**src/rtl/ascon_rcon_seq.sv**
```systemverilog
// Ascon round-constant sequencer: p12/p8/p6, UNROLL constants per cycle,
// start/advance handshake with stall, last/done, abort and illegal-mode err.
module ascon_rcon_seq #(
   parameter int UNROLL = 1
) (
   input  logic                  clk,
   input  logic                  rst_n,
   input  logic                  start,
   input  logic [1:0]            nr,
   input  logic                  adv,
   input  logic                  clr,
   output logic [8*UNROLL-1:0]   cst,
   output logic                  busy,
   output logic                  last,
   output logic                  done,
   output logic                  err
);

   if (UNROLL != 1 && UNROLL != 2) begin : g_bad_unroll
      $error("ascon_rcon_seq: UNROLL must be 1 or 2");
   end

   typedef enum logic {IDLE, RUN} state_t;

   localparam logic [3:0] STEP = 4'(UNROLL);
   localparam logic [3:0] LAST_IDX = 4'd12;

   state_t     state;
   state_t     state_nxt;
   logic [3:0] idx;
   logic [3:0] idx_nxt;
   logic [3:0] idx_step;
   logic [3:0] start_idx;
   logic [3:0] lane;
   logic       done_nxt;
   logic       err_nxt;

   assign idx_step = idx + STEP;

   // Start index is 12 minus the round count.
   always_comb begin
      start_idx = 4'd0;
      unique case (nr)
         2'b00:   start_idx = 4'd0;
         2'b01:   start_idx = 4'd4;
         2'b10:   start_idx = 4'd6;
         default: start_idx = 4'd0;
      endcase
   end

   always_ff @(posedge clk or negedge rst_n) begin
      if (!rst_n) begin
         state <= IDLE;
         idx   <= 4'd0;
         done  <= 1'b0;
         err   <= 1'b0;
      end else begin
         state <= state_nxt;
         idx   <= idx_nxt;
         done  <= done_nxt;
         err   <= err_nxt;
      end
   end

   always_comb begin
      state_nxt = state;
      idx_nxt   = idx;
      done_nxt  = 1'b0;
      err_nxt   = 1'b0;
      if (clr) begin
         state_nxt = IDLE;
         idx_nxt   = 4'd0;
      end else begin
         unique case (state)
            IDLE: begin
               if (start) begin
                  if (nr == 2'b11) begin
                     err_nxt = 1'b1;
                  end else begin
                     idx_nxt   = start_idx;
                     state_nxt = RUN;
                  end
               end
            end
            RUN: begin
               if (adv) begin
                  if (idx_step == LAST_IDX) begin
                     state_nxt = IDLE;
                     idx_nxt   = 4'd0;
                     done_nxt  = 1'b1;
                  end else begin
                     idx_nxt = idx_step;
                  end
               end
            end
            default: begin
               state_nxt = IDLE;
               idx_nxt   = 4'd0;
            end
         endcase
      end
   end

   always_comb begin
      busy = (state == RUN);
      last = busy && (idx_step == LAST_IDX);
      cst  = '0;
      lane = 4'd0;
      for (int k = 0; k < UNROLL; k++) begin
         lane = idx + 4'(k);
         if (busy) begin
            cst[8*k +: 8] = {4'hF - lane, lane};
         end
      end
   end

endmodule

```
**config.mk**
```make
export PLATFORM = sky130hd
export DESIGN_NAME = ascon_rcon_seq
export DESIGN_NICKNAME = d
export VERILOG_FILES = /design/src/rtl/ascon_rcon_seq.sv
export SDC_FILE = /design/constraint.sdc
export NUM_CORES = 1
export LEC_CHECK = 0
export CORE_AREA = 3 3 40 42
export DETAILED_ROUTE_END_ITERATION = 6
export DIE_AREA = 0 0 43 45
export PLACE_DENSITY_LB_ADDON = 0.15
export SLEW_MARGIN = 40
export SYNTH_ARGS = -nofsm -noshare
export SYNTH_HDL_FRONTEND = slang
export SYNTH_SLANG_ARGS = --single-unit
```
**constraint.sdc**
```tcl
create_clock -name clk -period 1.3 [get_ports clk]
set_input_delay 0.26 -clock clk [delete_from_list [all_inputs] [get_ports clk]]
set_output_delay 0.26 -clock clk [all_outputs]
set_load 0.005 [all_outputs]
```
==> impl_results.md, run 1 <==
* Core area at 1280 µm²
* Cts hold-fix bufs at 0
* Worst IR Drop VDD at 0.445 mV
* Area contributors post-synth: dfrtp_1 39%, ha_1 11%, and2_1 4.2%
* Rows at 13
* CP delay by family, top: flip-flops
* Global Route Usage Sum at 0.202
* Post-Route WL at 1870 µm
* Synthesis-stage register bit count at 7
* Static Leakage at 0.531 nW
* Antenna violations before repair at 0
* Clk sinks at 7
* Synth Instances at 47
* DRC at 0
* Clock Latency Late Sink at 0.27 ns
* Mapped cell area at 444 µm²
* Vias per inst at 4.99
* Clk_skew at 0.00129 ns
* CTS buffer count at 3
* RR Startpoint: idx[1]
* Crit-path cells: buf_4 -> nand3_4 -> xnor2_2 -> and4_4 -> buf_6
* I/O pin total at 19
* Worst-margin pin slew at 0.358 ns
* Setup CP Type: register to output pin
* Failing checks: setup timing
* Mapped Nets at 58
* Fin crit share at 1.33
* ANT nets after route at 0
* Initial drt markers at 13
* Chip Width at 43 µm
* Placer Congestion at 0.783
* Critical path buffers and inverters at 2
* Power, Total at 0.760 mW
* Die Ht at 45 µm
* Post-Layout Cell Count at 114
* Largest stage delay on the critical path at 0.40 ns
* Synth warn at 0
* Final net count at 111
* Most common cell in the synthesized netlist: dfrtp_1
* Fillers at 68
* Max clock buf depth at 2
* Worst endpoint required time at 1.04 ns
* Yosys top cell area share at 0.394
* CP max-delay cell: dfrtp_1
* Placed Area at 738 µm²
* Slew margin rel. at 0.759
* Starting Density at 0.346
* RSZ-0062 raised after global routing: true
* Die ar. at 1940 µm²
* Area of the multi-input gates at 369 µm²
* First-pass GRT wire length at 2860 µm
* H-tree lvl count at 1
* Critical path data arrival time at 1.47 ns
* Wirelength per Cell at 16.4 µm
* Synth area leader: dfrtp_1
* CTS tree: done
* Total grt overflow at 0
* Sequential area share after synthesis at 0.394
* Slew Viols, Final at 0
* Layout cells sized above 1 at 0.677
* Final Hold Viols at 0
* PwrDens at 705 nW/µm²
* EDFF count, synth at 0
* Netlist cell types at 23
* Fmax at 0.578 GHz
* Async SR Flop Fraction at 1.00
* Post-synth top cells: 7 x dfrtp_1, 5 x nor2_1, 4 x ha_1, 4 x inv_1, 4 x nand2_1
* CP Launch Point: idx[2]
* Post-placement cell count at 91
* Hold Path Class: primary input to asynchronous set/reset pin
* I/O Buffers at 18
* Worst setup margin at -0.429 ns
* Max Cap Viol at 0
* Layout area overhead at 143%
* DRT Pass-1 Iters at 4
* Fin crit period at 1.73 ns
* # diodes at 0
* Run status: finished, violations left
* Final Setup Violations at 15
* Synth Area per Inst at 9.45 µm²
* Startpoint class of the critical path: register
* Design Area, Final at 1080 µm²
* DPL Wire Length at 913 µm
* Main flop type after synthesis: dfrtp_1
* CP endpoint kind: output pin
* DR vias at 569
* Number of global-route vias before repair at 600
* CP max FO at 3
* Root Buffer: clkbuf_4
* FF/Latch Area at 178 µm²
* Clock-pin slew of the registers on the worst-case setup and hold paths at 0.06 ns
* Largest net degree at the start of global routing at 8
where the power goes:
part | total, mW | internal, mW | switching [mW]
clock | 0.220 | 0.119 | 0.101
sequential | 0.244 | 0.230 | 0.0139
combinational | 0.297 | 0.169 | 0.127
total | 0.760 | 0.518 | 0.243
through the flow:
step | util | TNS (ns) | hold slack, ns | setup slack, ns
3_3_place_gp | 0.574 | -2.54 | 0.541 | -0.463
2_1_floorplan | - | 0 | -0.0356 | 0.0125
3_5_place_dp | 0.574 | -2.42 | 0.535 | -0.517
5_1_grt | 0.839 | -3.26 | 0.271 | -0.471
4_1_cts | 0.711 | -1.58 | 0.277 | -0.324
6_report | 0.839 | -2.78 | 0.255 | -0.429
timing repair:
| action | CTS | global route |
|---|---|---|
| pin swaps | 11 | 9 |
| endpoints found under the setup margin | 17 | 16 |
| buffers inserted | 13 | 6 |
| resized for setup | 62 | 33 |
routing by layer:
metal	vias to the layer above	global-route usage	wire, µm
met3	10	0.0518	126
met2	28	0.389	946
li1	268	-	-
met5	-	0	0
met4	0	0.0542	63
met1	263	0.220	736
logic make-up after synthesis:
kind of cell,count (synthesis),synth area share
AOI/OAI and AO/OA,11,0.175
DFF,7,0.394
and+or+nand+nor,18,0.234
buffers and inverters,5,0.0450
adders and majority gates,4,0.113
xor gates and xnor gates,2,0.0394
sequential cells by signal, indices dropped and copies added (netlist names):
signal,count
idx,4
busy,1
done,1
err,1
cell usage in the layout (no fill, tap or decap), types with 2 or more instances in the layout:
cell type / synthesis / routed
dfrtp_2: 0 / 2
ha_1: 4 / 2
buf_6: 0 / 23
nand2_2: 0 / 2
clkbuf_4: 0 / 3
a21oi_1: 3 / 3
dlygate4sd2_1: 0 / 2
buf_2: 1 / 4
buf_4: 0 / 13
and2_4: 0 / 4
clkdlybuf4s50_1: 0 / 6
nand2_1: 4 / 2
ha_4: 0 / 2
nor2_4: 0 / 3
dfrtp_1: 7 / 5
inv_1: 4 / 3
cell type report:
class                      instances  share of cell area
timing repair buffer              49               0.426
multi-input combinational         35               0.342
sequential                         7               0.165
inverter                           4              0.0255
clock buffer                       4              0.0244
tap                               15              0.0174
path summary, 6_finish.rpt:
| check | endpoint | slack (ns) | cells past startpoint |
|---|---|---|---|
| max | last | -0.43 | 5 |
| min | done | 0.26 | 1 |
| max reg2reg | busy | -0.28 | 7 |
| min reg2reg | idx[3] | 0.63 | 2 |
| max in group asynchronous | idx[1] | 0.77 | 1 |
| min in group clk | idx[3] | 0.63 | 2 |
Power figures use the tool's default switching activity.
==> run 2, diff against run 1 <==
--- a/config.mk
+++ b/config.mk
@@ -5,9 +5,12 @@
 export SDC_FILE = /design/constraint.sdc
 export NUM_CORES = 1
 export LEC_CHECK = 0
-export CORE_AREA = 3 3 40 42
+export ABC_CLOCK_PERIOD_IN_PS = 1300
+export CELL_PAD_IN_SITES_DETAIL_PLACEMENT = 0
+export CELL_PAD_IN_SITES_GLOBAL_PLACEMENT = 1
+export CORE_MARGIN = 3
+export CORE_UTILIZATION = 26
 export DETAILED_ROUTE_END_ITERATION = 6
-export DIE_AREA = 0 0 43 45
 export PLACE_DENSITY_LB_ADDON = 0.15
 export SLEW_MARGIN = 40
 export SYNTH_ARGS = -nofsm -noshare
==> impl_results.md, run 2 (synthesis gave the netlist of run 1 again) <==
* Run status: finished, violations left
* Failing checks: setup timing
* Core area at 1560 µm² (+21%)
* Rows at 14 (+1)
* Post-Route WL at 1470 µm (-21%)
* Antenna violations before repair at 0 (unchanged)
* Worst-margin pin slew at 0.351 ns (-0.00732 ns)
* Number of global-route vias before repair at 551 (-8.2%)
* Crit path to: last
* Area of the multi-input gates at 345 µm² (-6.4%)
* Fmax at 0.595 GHz (+2.8%)
* Final net count at 110 (-0.90%)
* DR vias at 528 (-7.2%)
* RSZ-0062 raised after global routing: true
* Chip Width at 47.3 µm (+10%)
* Wirelength per Cell at 12.9 µm (-21%)
* Flop pwr share at 0.339 (+0.018)
* Largest register FFs at 4 (unchanged)
* Final Setup Violations at 14 (-1)
* Clock share of power at 0.269 (-0.020)
* Commonest non-fill, non-tap cell in the layout: buf_6
* H-tree lvl count at 1 (unchanged)
* Fin crit period at 1.68 ns (-0.0473 ns)
* Placer Congestion at 0.708 (-9.6%)
* Final Hold Viols at 0 (unchanged)
* Crit-path cells: ha_2 -> xor2_2 -> and4_4 -> buf_6
* Global Route Usage Sum at 0.155 (-0.0473)
* Layout cells sized above 1 at 0.673 (-0.00330)
* CP delay by family, top: flip-flops
* Fillers at 135 (+99%)
* Power, Total at 0.721 mW (-5.2%)
* Most frequent cells in the layout: 19 x buf_6, 15 x buf_4, 6 x clkdlybuf4s50_1
* First-pass GRT wire length at 2300 µm (-20%)
* Max Cap Viol at 0 (unchanged)
* Die ar. at 2240 µm² (+16%)
* Combinational Power Share at 0.391 (about the same)
* Worst endpoint required time at 1.04 ns (about the same)
* ANT nets after route at 0 (unchanged)
* R2R setup slack at -0.20 ns (+0.08 ns)
* DPL Wire Length at 918 µm (+0.58%)
* Worst reg2reg path endpoint: idx[2]
* CP max FO at 4 (+1)
* Fin crit share at 1.29 (-0.0364)
* Min Hold Slack at 0.268 ns (+0.0124 ns)
* Worst setup margin at -0.382 ns (+0.0473 ns)
* Sw power at 0.203 mW (-16%)
* CTS tree: done
* Clk_skew at 0.00305 ns (+0.00176 ns)
* # diodes at 0 (unchanged)
* CTS buffer count at 3 (unchanged)
* Startpoint class of the critical path: register
* I/O Buffers at 18 (unchanged)
* Fin util at 0.664 (-0.176)
* Worst IR Drop VDD at 0.355 mV (-20%)
* Die Ht at 47.3 µm (+5.2%)
* Layout area overhead at 133%
* Switching fraction of total power at 0.282 (-0.0373)
* CP Depth at 4 (-1)
* Clk sinks at 7 (unchanged)
* Starting Density at 0.285 (-0.0608)
* FF/Latch Area at 178 µm² (unchanged)
* Static Leakage at 0.526 nW (-0.90%)
* Largest stage delay on the critical path at 0.42 ns (+0.02 ns)
* Hold Path Class: primary input to asynchronous set/reset pin
* Max clock buf depth at 2 (unchanged)
* CP endpoint kind: output pin
* Slew Viols, Final at 0 (unchanged)
* Root Buffer: clkbuf_4
* Vias per inst at 4.63 (-7.2%)
* DRC at 0 (unchanged)
* Critical path data arrival time at 1.42 ns (-0.05 ns)
* Slew margin rel. at 0.764 (+0.00493)
* Clock-pin slew of the registers on the worst-case setup and hold paths at 0.05 ns (about the same)
* Setup CP Type: register to output pin
* Place WS at -0.487 ns (+0.0297 ns)
* Int Power at 0.518 mW (about the same)
* CP max-delay cell: dfrtp_1
* PwrDens at 696 nW/µm² (-1.2%)
* I/O pin total at 19 (unchanged)
* Cts hold-fix bufs at 0 (unchanged)
* Clock Latency Late Sink at 0.25 ns (-0.02 ns)
* Cells on worst reg2reg path at 6 (-1)
* CP Launch Point: idx[1]
* DRT Pass-1 Iters at 3 (-1)
* Largest register by flop count: idx
* Largest net degree at the start of global routing at 8 (unchanged)
* Total grt overflow at 0 (unchanged)
* Initial drt markers at 2 (-11)
* RR Startpoint: idx[1]
* Critical path buffers and inverters at 1 (-1)
[run 2: repair_timing]
action | 4_1_cts | 5_1_grt
setup endpoints to repair | 18 | 16
buffers inserted | 13 | 6
resized for setup | 59 | 29
pin swaps | 12 | 12
[run 2: per-stage QoR]
stage          cell area (µm²)  instances  TNS, ns
6_report                  1030        114    -1.56
5_1_grt                   1030        114    -2.24
4_1_cts                    908        110    -1.48
3_5_place_dp               754         94    -2.85
3_3_place_gp               754         94    -2.86
2_1_floorplan              454         47        0
[run 2: power by group through the flow]
stage                     Sequential [mW]  Clock (mW)  Combinational [mW]
after floorplan                     0.247           0              0.0549
after global placement              0.250           0               0.163
after detailed placement            0.251           0               0.160
after CTS                           0.244       0.195               0.220
after global routing                0.247       0.218               0.307
final                               0.245       0.194               0.282
[run 2: worst min path at each step]
stage          cells past startpoint  slack (ns)  start  endpoint
2_1_floorplan                      0       -0.04  rst_n      busy
3_3_place_gp                       1        0.54  rst_n    idx[3]
3_5_place_dp                       1        0.54  rst_n      busy
4_1_cts                            1        0.28  rst_n       err
5_1_grt                            1        0.27  rst_n    idx[0]
6_report                           1        0.27  rst_n      done
[run 2: layout make-up]
cell class,count,share of cell area
clock buffer,4,0.0254
inverter,4,0.0266
multi-input combinational,35,0.334
sequential,7,0.172
tap,16,0.0193
timing repair buffer,48,0.423
[run 2: per-layer routing]
layer | up-vias | track usage | share of wire
li1 | 266 | - | -
met1 | 238 | 0.191 | 0.41
met2 | 19 | 0.249 | 0.49
met3 | 5 | 0.0383 | 0.081
met4 | 0 | 0.0773 | 0.023
met5 | - | 0 | 0
